[src/rtl/rf_ctx_pkg.sv]
// Shared types and constants for the register-file context-save controller.
// The register-file addresses name the working set that a push saves and clears.
package rf_ctx_pkg;

  typedef enum logic [2:0] {
    IDLE   = 3'd0,
    PUSH   = 3'd1,
    POP_RD = 3'd2,
    POP_WR = 3'd3,
    FAULT  = 3'd4
  } ctx_state_e;

  localparam int RF_ACC_ADDR      = 2;
  localparam int RF_WORK_FIRST    = 3;
  localparam int RF_WORK_LAST     = 10;
  localparam int DEFAULT_DEPTH    = 16;
  localparam int DEFAULT_PC_WIDTH = 5;

endpackage

[src/rtl/rf_ctx_ctrl_if.sv]
// Decoder-side request/response bundle of the context-save controller.
// The decoder is the master; the controller is the slave.
interface rf_ctx_ctrl_if
  import rf_ctx_pkg::*;
#(
  parameter int PC_WIDTH = DEFAULT_PC_WIDTH
);

  logic                call_req;
  logic [PC_WIDTH-1:0] call_ret_pc;
  logic                ret_req;
  logic                req_ready;
  logic                done;
  logic [PC_WIDTH-1:0] ret_pc;
  logic                ret_pc_valid;

  modport master (
    output call_req, call_ret_pc, ret_req,
    input  req_ready, done, ret_pc, ret_pc_valid
  );

  modport slave (
    input  call_req, call_ret_pc, ret_req,
    output req_ready, done, ret_pc, ret_pc_valid
  );

endinterface

[src/rtl/rf_ctx_ret_lifo.sv]
// Return-address store: DEPTH flops of PC_WIDTH bits, indexed write, combinational read.
// Unreset on purpose; entries at or above the current depth are don't-care.
module rf_ctx_ret_lifo
  import rf_ctx_pkg::*;
#(
  parameter int DEPTH    = DEFAULT_DEPTH,
  parameter int PC_WIDTH = DEFAULT_PC_WIDTH
) (
  input  logic                clk,
  input  logic                wr_en,
  input  logic [PC_WIDTH-1:0] wr_idx,
  input  logic [PC_WIDTH-1:0] wr_data,
  input  logic [PC_WIDTH-1:0] rd_idx,
  output logic [PC_WIDTH-1:0] rd_data
);

  logic [PC_WIDTH-1:0] mem_q [DEPTH];
  logic [PC_WIDTH-1:0] mem_d [DEPTH];

  // Index compares rather than direct array selects keep the index port a fixed width.
  always_comb begin
    mem_d = mem_q;
    for (int i = 0; i < DEPTH; i++) begin
      if (wr_en && (wr_idx == PC_WIDTH'(i))) begin
        mem_d[i] = wr_data;
      end
    end
  end

  always_ff @(posedge clk) begin
    mem_q <= mem_d;
  end

  always_comb begin
    rd_data = '0;
    for (int i = 0; i < DEPTH; i++) begin
      if (rd_idx == PC_WIDTH'(i)) begin
        rd_data = mem_q[i];
      end
    end
  end

endmodule

[src/rtl/rf_ctx_ctrl.sv]
// Context-save controller: sequences register-file push/pop for CALL/RET,
// tracks nesting depth and keeps sticky overflow/underflow flags.
module rf_ctx_ctrl
  import rf_ctx_pkg::*;
#(
  parameter int PC_WIDTH = DEFAULT_PC_WIDTH,
  parameter int DEPTH    = DEFAULT_DEPTH
) (
  input  logic                         clk,
  input  logic                         rst_n,
  rf_ctx_ctrl_if.slave                 dec,
  input  logic                         err_clr,
  output logic                         rf_stack_push,
  output logic                         rf_stack_pop,
  output logic [PC_WIDTH-1:0]          rf_stack_pointer,
  output logic [$clog2(DEPTH+1)-1:0]   depth,
  output logic                         err_ovf,
  output logic                         err_udf
);

  localparam int SPW = $clog2(DEPTH + 1);

  if (DEPTH < 1 || DEPTH > (2 ** PC_WIDTH) - 1) begin : g_depth_check
    $error("rf_ctx_ctrl: DEPTH must lie in 1..2**PC_WIDTH-1");
  end

  ctx_state_e          state_q, state_d;
  logic [SPW-1:0]      sp_q, sp_d;
  logic                err_ovf_q, err_ovf_d;
  logic                err_udf_q, err_udf_d;
  logic                lifo_we;
  logic [PC_WIDTH-1:0] lifo_rd_data;

  rf_ctx_ret_lifo #(
    .DEPTH    (DEPTH),
    .PC_WIDTH (PC_WIDTH)
  ) u_ret_lifo (
    .clk     (clk),
    .wr_en   (lifo_we),
    .wr_idx  (PC_WIDTH'(sp_q)),
    .wr_data (dec.call_ret_pc),
    .rd_idx  (PC_WIDTH'(sp_q) - PC_WIDTH'(1)),
    .rd_data (lifo_rd_data)
  );

  always_ff @(posedge clk or negedge rst_n) begin
    if (!rst_n) begin
      state_q   <= IDLE;
      sp_q      <= '0;
      err_ovf_q <= 1'b0;
      err_udf_q <= 1'b0;
    end else begin
      state_q   <= state_d;
      sp_q      <= sp_d;
      err_ovf_q <= err_ovf_d;
      err_udf_q <= err_udf_d;
    end
  end

  always_comb begin
    state_d   = state_q;
    sp_d      = sp_q;
    lifo_we   = 1'b0;
    // Clear first so a fault raised in the same cycle still sets its flag.
    err_ovf_d = err_clr ? 1'b0 : err_ovf_q;
    err_udf_d = err_clr ? 1'b0 : err_udf_q;
    case (state_q)
      IDLE: begin
        if (dec.call_req) begin
          if (sp_q == SPW'(DEPTH)) begin
            err_ovf_d = 1'b1;
            state_d   = FAULT;
          end else begin
            lifo_we = 1'b1;
            state_d = PUSH;
          end
        end else if (dec.ret_req) begin
          if (sp_q == '0) begin
            err_udf_d = 1'b1;
            state_d   = FAULT;
          end else begin
            state_d = POP_RD;
          end
        end
      end
      PUSH: begin
        sp_d    = sp_q + SPW'(1);
        state_d = IDLE;
      end
      POP_RD:  state_d = POP_WR;
      POP_WR: begin
        sp_d    = sp_q - SPW'(1);
        state_d = IDLE;
      end
      FAULT:   state_d = IDLE;
      default: state_d = IDLE;
    endcase
  end

  always_comb begin
    dec.req_ready    = 1'b0;
    dec.done         = 1'b0;
    dec.ret_pc       = '0;
    dec.ret_pc_valid = 1'b0;
    rf_stack_push    = 1'b0;
    rf_stack_pop     = 1'b0;
    rf_stack_pointer = PC_WIDTH'(sp_q);
    case (state_q)
      IDLE: dec.req_ready = 1'b1;
      PUSH: begin
        rf_stack_push    = 1'b1;
        rf_stack_pointer = PC_WIDTH'(sp_q) + PC_WIDTH'(1);
        dec.done         = 1'b1;
      end
      POP_WR: begin
        rf_stack_pop     = 1'b1;
        dec.ret_pc       = lifo_rd_data;
        dec.ret_pc_valid = 1'b1;
        dec.done         = 1'b1;
      end
      FAULT:   dec.done = 1'b1;
      default: ;
    endcase
  end

  assign depth   = sp_q;
  assign err_ovf = err_ovf_q;
  assign err_udf = err_udf_q;

endmodule

[src/flat_wrapper.sv]
// flat-port wrapper written by rule: the top's interface ports become plain ports
module rf_ctx_ctrl_flat import rf_ctx_pkg::*;
#(
  parameter int PC_WIDTH = DEFAULT_PC_WIDTH,
  parameter int DEPTH    = DEFAULT_DEPTH
)
  (clk, rst_n, err_clr, rf_stack_push, rf_stack_pop, rf_stack_pointer, depth, err_ovf, err_udf, dec_call_req, dec_call_ret_pc, dec_ret_req, dec_req_ready, dec_done, dec_ret_pc, dec_ret_pc_valid);
  rf_ctx_ctrl_if #(.PC_WIDTH(PC_WIDTH)) dec_i ();
  input  logic clk;
  input  logic rst_n;
  input  logic err_clr;
  output logic rf_stack_push;
  output logic rf_stack_pop;
  output logic [PC_WIDTH-1:0] rf_stack_pointer;
  output logic [$clog2(DEPTH+1)-1:0] depth;
  output logic err_ovf;
  output logic err_udf;
  input wire logic [$bits(dec_i.call_req)-1:0] dec_call_req;
  input wire logic [$bits(dec_i.call_ret_pc)-1:0] dec_call_ret_pc;
  input wire logic [$bits(dec_i.ret_req)-1:0] dec_ret_req;
  output wire logic [$bits(dec_i.req_ready)-1:0] dec_req_ready;
  output wire logic [$bits(dec_i.done)-1:0] dec_done;
  output wire logic [$bits(dec_i.ret_pc)-1:0] dec_ret_pc;
  output wire logic [$bits(dec_i.ret_pc_valid)-1:0] dec_ret_pc_valid;
  assign dec_i.call_req = dec_call_req;
  assign dec_i.call_ret_pc = dec_call_ret_pc;
  assign dec_i.ret_req = dec_ret_req;
  assign dec_req_ready = dec_i.req_ready;
  assign dec_done = dec_i.done;
  assign dec_ret_pc = dec_i.ret_pc;
  assign dec_ret_pc_valid = dec_i.ret_pc_valid;
  rf_ctx_ctrl #(.PC_WIDTH(PC_WIDTH), .DEPTH(DEPTH)) u_core (.clk(clk), .rst_n(rst_n), .dec(dec_i), .err_clr(err_clr), .rf_stack_push(rf_stack_push), .rf_stack_pop(rf_stack_pop), .rf_stack_pointer(rf_stack_pointer), .depth(depth), .err_ovf(err_ovf), .err_udf(err_udf));
endmodule
[config.mk]
export PLATFORM = sky130hd
export DESIGN_NAME = rf_ctx_ctrl_flat
export DESIGN_NICKNAME = d
export VERILOG_FILES = /design/src/rtl/rf_ctx_pkg.sv /design/src/rtl/rf_ctx_ctrl_if.sv /design/src/rtl/rf_ctx_ret_lifo.sv /design/src/rtl/rf_ctx_ctrl.sv /design/src/flat_wrapper.sv
export SDC_FILE = /design/constraint.sdc
export NUM_CORES = 1
export LEC_CHECK = 0
export ABC_AREA = 1
export CELL_PAD_IN_SITES_DETAIL_PLACEMENT = 1
export CELL_PAD_IN_SITES_GLOBAL_PLACEMENT = 1
export CORE_MARGIN = 1
export CORE_UTILIZATION = 43
export CTS_BUF_LIST = sky130_fd_sc_hd__clkbuf_2 sky130_fd_sc_hd__clkbuf_4 sky130_fd_sc_hd__clkbuf_8
export DETAILED_ROUTE_END_ITERATION = 12
export MAX_ROUTING_LAYER = met4
export PLACE_DENSITY_LB_ADDON = 0.1
export SKIP_CTS_REPAIR_TIMING = 1
export SYNTH_ARGS = -nofsm -noshare
export SYNTH_HDL_FRONTEND = slang
export SYNTH_HIERARCHICAL = 1
export SYNTH_SLANG_ARGS = --single-unit
export TNS_END_PERCENT = 1
[constraint.sdc]
create_clock -name clk -period 2.6 [get_ports clk]
set_clock_uncertainty 0.2 [all_clocks]
set_input_delay 0.26 -clock clk [delete_from_list [all_inputs] [get_ports clk]]
set_output_delay 0.26 -clock clk [all_outputs]
set_load 0.005 [all_outputs]
==> After elaboration in Yosys (flattened, before gate mapping) <==
Cells that the tools add are included.
{ "word_totals": {"output_inout_bits": 22, "regBits": 90, "wordCells": 119} }
{ "classes": {"add_sub_neg": 2, "eq_ne": 36, "reduce_logical": 21, "mux": 40} }
{ "ops": {"columns": ["operator", "n"], "rows": [
  ["$mux W5", 18],
  ["$eq A5 B4 Y1 const B", 16],
  ["$eq A5 B3 Y1 const B", 8],
  ["$eq A5 B2 Y1 const B", 4],
  ["$logic_and A1 B1 Y1", 16],
  ["$mux W1", 16],
  ["$mux W3", 4],
  ["$eq A5 B1 Y1 const B", 2],
  ["$logic_not A5 Y1", 2],
  ["$pmux W5 S2", 1],
  ["$eq A3 B2 Y1 const B", 2],
  ["$pmux W3 S2", 1],
  ["$add A5 B1 Y5 const B", 1],
  ["$eq A5 B5 Y1 const B", 1],
  ["$sub A5 B1 Y5 const B", 1],
  ["$eq A3 B1 Y1 const B", 1],
  ["$eq A3 B3 Y1 const B", 1],
  ["$logic_not A3 Y1", 1],
  ["$ne A3 B3 Y1 const B", 1],
  ["$reduce_or A3 Y1", 1],
  ["$reduce_bool A2 Y1", 1]
]} }

==> Depth between registers and ports, before layout <==
Gate-level depths: netlist (run 1).
{ "depth": {"word_depth": 19, "ltp_mapped": 22, "mapped_depth_nobuf": 21} }

==> By module <==
Netlist (run 1), hierarchy kept.
{ "modules_own_cells": {"columns": ["mod", "seq_area_each_um2", "n_inst", "area_per_inst_um2", "cells_per_inst"], "rows": [
  ["rf_ctx_ret_lifo", 2402.3, 1, 3409.5, 313],
  ["rf_ctx_ctrl", 250.2, 1, 758.2, 112]
]} }

==> Worst setup path after synthesis (run 1) <==
No wires, ideal clock.
{ "synth_path": {"kind": "register to output", "startpoint": "register u_core.sp_q[0] (netlist: u_core/depth[0])", "endpoint": "output dec_ret_pc[3]", "setup_slack_ps": -195, "t_required_ps": 2140, "t_arrival_ps": 2335, "path_stages_with_launch": 20, "path_cell_list": "dfrtp_1 > inv_1 > ha_1 > nand3_1 > nand2_1 > inv_2 > nand3_2 > nor2_1 > inv_1 > nor2_1 > nor2_1 > nand4_1 > nand2_1 > nand3_1 > nand2_1 > nand4_1 > nand2_1 > nand2_1 > inv_1 > nor2_1"} }
{ "synth_via": {"elab_chain_cells": 19, "elab_cells_between_ends": 34, "cone_classes": "1 x add/sub; 15 x eq/ne; 17 x mux; 1 x reduce/logical"} }
{ "synth_lines": {"columns": ["item", "line", "rtl"], "rows": [
  ["from (decl)", "rf_ctx_ctrl.sv:28", "logic [SPW-1:0] sp_q, sp_d;"],
  ["from (signal assigned)", "rf_ctx_ctrl.sv:54", "sp_q <= sp_d;"],
  ["$sub A5 B1 Y5 (*)", "rf_ctx_ctrl.sv:42", ".rd_idx (PC_WIDTH'(sp_q) - PC_WIDTH'(1)),"],
  ["$logic_not A5 Y1", "rf_ctx_ret_lifo.sv:37", "if (rd_idx == PC_WIDTH'(i)) begin"],
  ["$mux W5 (15 in a row)", "rf_ctx_ret_lifo.sv:37", null],
  ["$mux W5 (*)", "rf_ctx_ret_lifo.sv:37", null],
  ["named net u_core.lifo_rd_data[3]", "rf_ctx_ctrl.sv:32", "logic [PC_WIDTH-1:0] lifo_rd_data;"],
  ["$mux W5 (*)", "rf_ctx_ctrl.sv:108", "case (state_q)"],
  ["to (decl)", "flat_wrapper.sv:23", "output wire logic [$bits(dec_i.ret_pc)-1:0] dec_ret_pc;"]
]} }
The timed path passes the listed nets; every way through them passes the cells marked *.

==> Worst setup path after layout (run 1) <==
{ "layout_path": {"startpoint": "register u_core.sp_q[0] (netlist: u_core/depth[0])", "endpoint": "output dec_ret_pc[1]"} }
The elaborated chain is that of the path after synthesis.

==> impl_results.md, run 1 <==
- Period utilization: 124%
- IO Pins: 32
- CTS Buffer Depth: 2
- Gr usage total: 24.8%
- Root buffer cell: clkbuf_8
- DRC: 0
- Port-buffer cells: 31
- Unrepaired setup endpoints after global routing: yes
- DRT antenna net count: 0
- DR vias/cell: 5.08
- DP Area: 5000 um^2
- Final min period: 3.24 ns
- TritonCTS Buffers: 9
- Worst setup SP type: flop
- EDFF count, synth: 80
- Max-cap violations: 0
- Cell Rows: 35
- Die Span Y: about 100 um
- Die ar.: 10,100 um^2
- Drt pass-1 iters: 4
- Max frequency: 309 MHz
- First-pass GRT wire length: 17,700 um
- Reg clk slew, reported paths: 0.09 ns
- Hold WC Path Type: input pin to asynchronous set/reset pin
- Clock Latency Late Sink: 0.37 ns
- Post-synth cell types: 28
- Total global routing overflow: 0
- First DRT Iteration DRCs: 93
- Initial antenna violation count: 0
- Power Total: 0.00679 W
- Syn Std Cell Area: 4170 um^2
- Htree depth: 3
- Worst Slack Setup Final: -0.636 ns
- Pwr/cell area: 1230 nW/um^2
- WP data arrival: 2.78 ns
- Routed WL: 12,000 um
- Mapped Avg Cell Area: ~9.8 um^2
- TritonCTS Sinks: 90
- #FFs+latches synth: 90
- Final Instance Area: 5520 um^2
- Critical path type: flop to output pin
- Synth-to-layout area growth: 32.5%
- FF-to-FF path depth: 10
- Post-synth ARST share: between 10 and 15%
- Nets@finish: 537
- Slew Viols, Final: 0
- Sequential cell area fraction in the yosys report: 63.6%
- N_diodes: 0
- Die X: 100 um
- Highest net fanout along the worst path: 6
- Yosys Warn Count: 6
- CTS tree: built
- Leak: 2.27 nW
- Final Wtd Congestion: ~0.84
- Cells after Synth: 425
- Largest net degree at the start of global routing: 17
- Violated checks: negative setup slack
- Core Area: 9330 um^2
- Worst EP required: roughly 2.1 ns
- Fin. Hold Viols: 0
- Vias after detailed routing: 3,350
- Proportion of layout cells with a drive suffix above 1: 27.9%
- Post-DP HPWL: 7990 um
- Initial core utilization: between 40 and 50%
- CP Capture Type: output pin
- Placed instance count: 632
- VDD IR max: 0.519 mV
- Vias in the first global route: 3,375
- DR WL/cell: 18.2 um
- Status: finished, violations left
- Ys flop type: edfxtp_1
- Final non-filler cell total: 659
- Mapped Nets: 437
- # setup viols final: 5
- Slew @ Worst Pin: 0.771 ns
- Slew HR: 48.5%
==> cells in the mapped netlist (3+ instances only) <==
| library cell | number | area (um^2) |
|---|---|---|
| or2_1 | 4 | 25.0 |
| nor2_4 | 3 | 33.8 |
| edfxtp_1 | 80 | 2400 |
| nor2_1 | 58 | 218 |
| nand2_1 | 111 | 417 |
| nand4_1 | 19 | 119 |
| nor2_2 | 6 | 37.5 |
| o21ai_0 | 8 | 40.0 |
| dfrtp_1 | 10 | 250 |
| nand2_2 | 3 | 18.8 |
| nand3_2 | 3 | 30.0 |
| inv_1 | 55 | 206 |
| inv_2 | 10 | 37.5 |
| nand3_1 | 34 | 170 |
==> kinds of logic after synthesis <==
kind of cell	Yosys count	synth area share, %
adders and majority gates	2	0.600
DFF	90	63.6
and+or+nand+nor	249	27.0
xor gates and xnor gates	4	0.841
AOI/OAI and AO/OA	12	1.53
buffers and inverters	68	6.42
==> power by group <==
part           switching (W)  internal, W
Sequential         0.0000908      0.00169
Clock               0.000535     0.000565
Combinational        0.00227      0.00164
Total                0.00289      0.00389
==> worst max-delay path, cell delays in order, from the launching register on <==
cell and delay (ns):
dfrtp_2 0.43, inv_4 0.08, ha_4 0.20, xnor2_4 0.09, inv_2 0.12, nor2_4 0.06, buf_4 0.15, nand4_1 0.10
nand3_2 0.10, nor2_4 0.13, nand4_1 0.10, nand2_1 0.08, nand4_1 0.16, nor3_2 0.24, nand4_1 0.12, inv_1 0.07
nor2_1 0.04, dlymetal6s2s_1 0.15
==> final cells by class <==
cell class / count / area [um^2]
inverters: 65 / 259
well taps: 129 / 161
clock inverters: 6 / 97.6
multi-input cells: 267 / 1450
flip-flops and latches: 90 / 2660
fillers: 1073 / 3810
clock buffers: 10 / 131
repair buffers: 92 / 763
==> cells in the final DEF, fill, tap and decap left out, types with 2 or more instances in the layout <==
master / synthesis / layout
nand2_1: 111 / 104
edfxtp_1: 80 / 80
buf_4: 1 / 59
inv_1: 55 / 47
nor2_1: 58 / 47
nand3_1: 34 / 30
clkdlybuf4s50_1: 0 / 24
nand4_1: 19 / 19
inv_2: 10 / 14
nor2_4: 3 / 10
nor2_2: 6 / 10
clkbuf_8: 0 / 9
nand2_4: 1 / 7
o21ai_0: 8 / 7
dfrtp_1: 10 / 7
nand3_2: 3 / 5
or2_1: 4 / 5
inv_8: 0 / 3
clkbuf_2: 0 / 3
dlymetal6s2s_1: 0 / 3
inv_4: 0 / 3
nand2_2: 3 / 3
dfrtp_2: 0 / 3
bufinv_16: 0 / 2
clkinvlp_4: 0 / 2
o21ai_2: 1 / 2
xor2_1: 2 / 2
nand3_4: 0 / 2
a21oi_1: 2 / 2
buf_6: 1 / 2
nor3b_1: 2 / 2
==> final timing paths <==
check,start,end,slack [ns]
min in group clk,u_core/err_ovf,u_core/err_ovf,0.32
setup / recovery,u_core/depth[0],dec_ret_pc[1],-0.64
max in group asynchronous,rst_n,u_core/depth[0],1.83
hold / removal,rst_n,u_core/depth[4],0.01
hold reg to reg,u_core/err_ovf,u_core/err_ovf,0.32
setup reg to reg,u_core/state_q[1],u_core/u_ret_lifo/mem_q[55],0.05
==> per-stage QoR <==
| stage | TNS [ns] | util [%] | hold WS, ns | worst slack, ns |
|---|---|---|---|---|
| CTS | -5.87 | 56.0 | 0.0157 | -1.24 |
| global placement | -3.07 | 53.6 | 0.270 | -0.658 |
| finish | -3.05 | 59.2 | 0.0149 | -0.636 |
| floorplan | 0 | - | -0.236 | 0.0131 |
| global route | -5.45 | 59.2 | 0.0378 | -0.813 |
| detailed placement | -3.69 | 53.6 | 0.285 | -0.817 |
==> routing by layer <==
metal / GRT usage, % / up-vias / share of wire, % / wire [um]
met5: - / - / 0 / 0
met4: 7.69 / 0 / 1.6 / 190
met3: 4.99 / 19 / 3.9 / 472
met2: 40.8 / 82 / 51 / 6090
met1: 31.0 / 1656 / 44 / 5230
li1: - / 1593 / - / -
==> sequential cells by signal, indices dropped and copies added (netlist names) <==
name	flops
u_core/state_q	3
u_core/u_ret_lifo/mem_q	80
u_core/depth	5
u_core/err_ovf	1
u_core/err_udf	1
No activity file was read; power rests on OpenSTA's default activity.
==> run 2: changes to the inputs <==
--- a/config.mk
+++ b/config.mk
@@ -11,6 +11,7 @@
 export CORE_MARGIN = 1
 export CORE_UTILIZATION = 43
 export CTS_BUF_LIST = sky130_fd_sc_hd__clkbuf_2 sky130_fd_sc_hd__clkbuf_4 sky130_fd_sc_hd__clkbuf_8
+export CTS_CLUSTER_DIAMETER = 200
 export DETAILED_ROUTE_END_ITERATION = 12
 export MAX_ROUTING_LAYER = met4
 export PLACE_DENSITY_LB_ADDON = 0.1
==> results of run 2 <==
Final layout, timing and power as in run 1 (identical DEF).
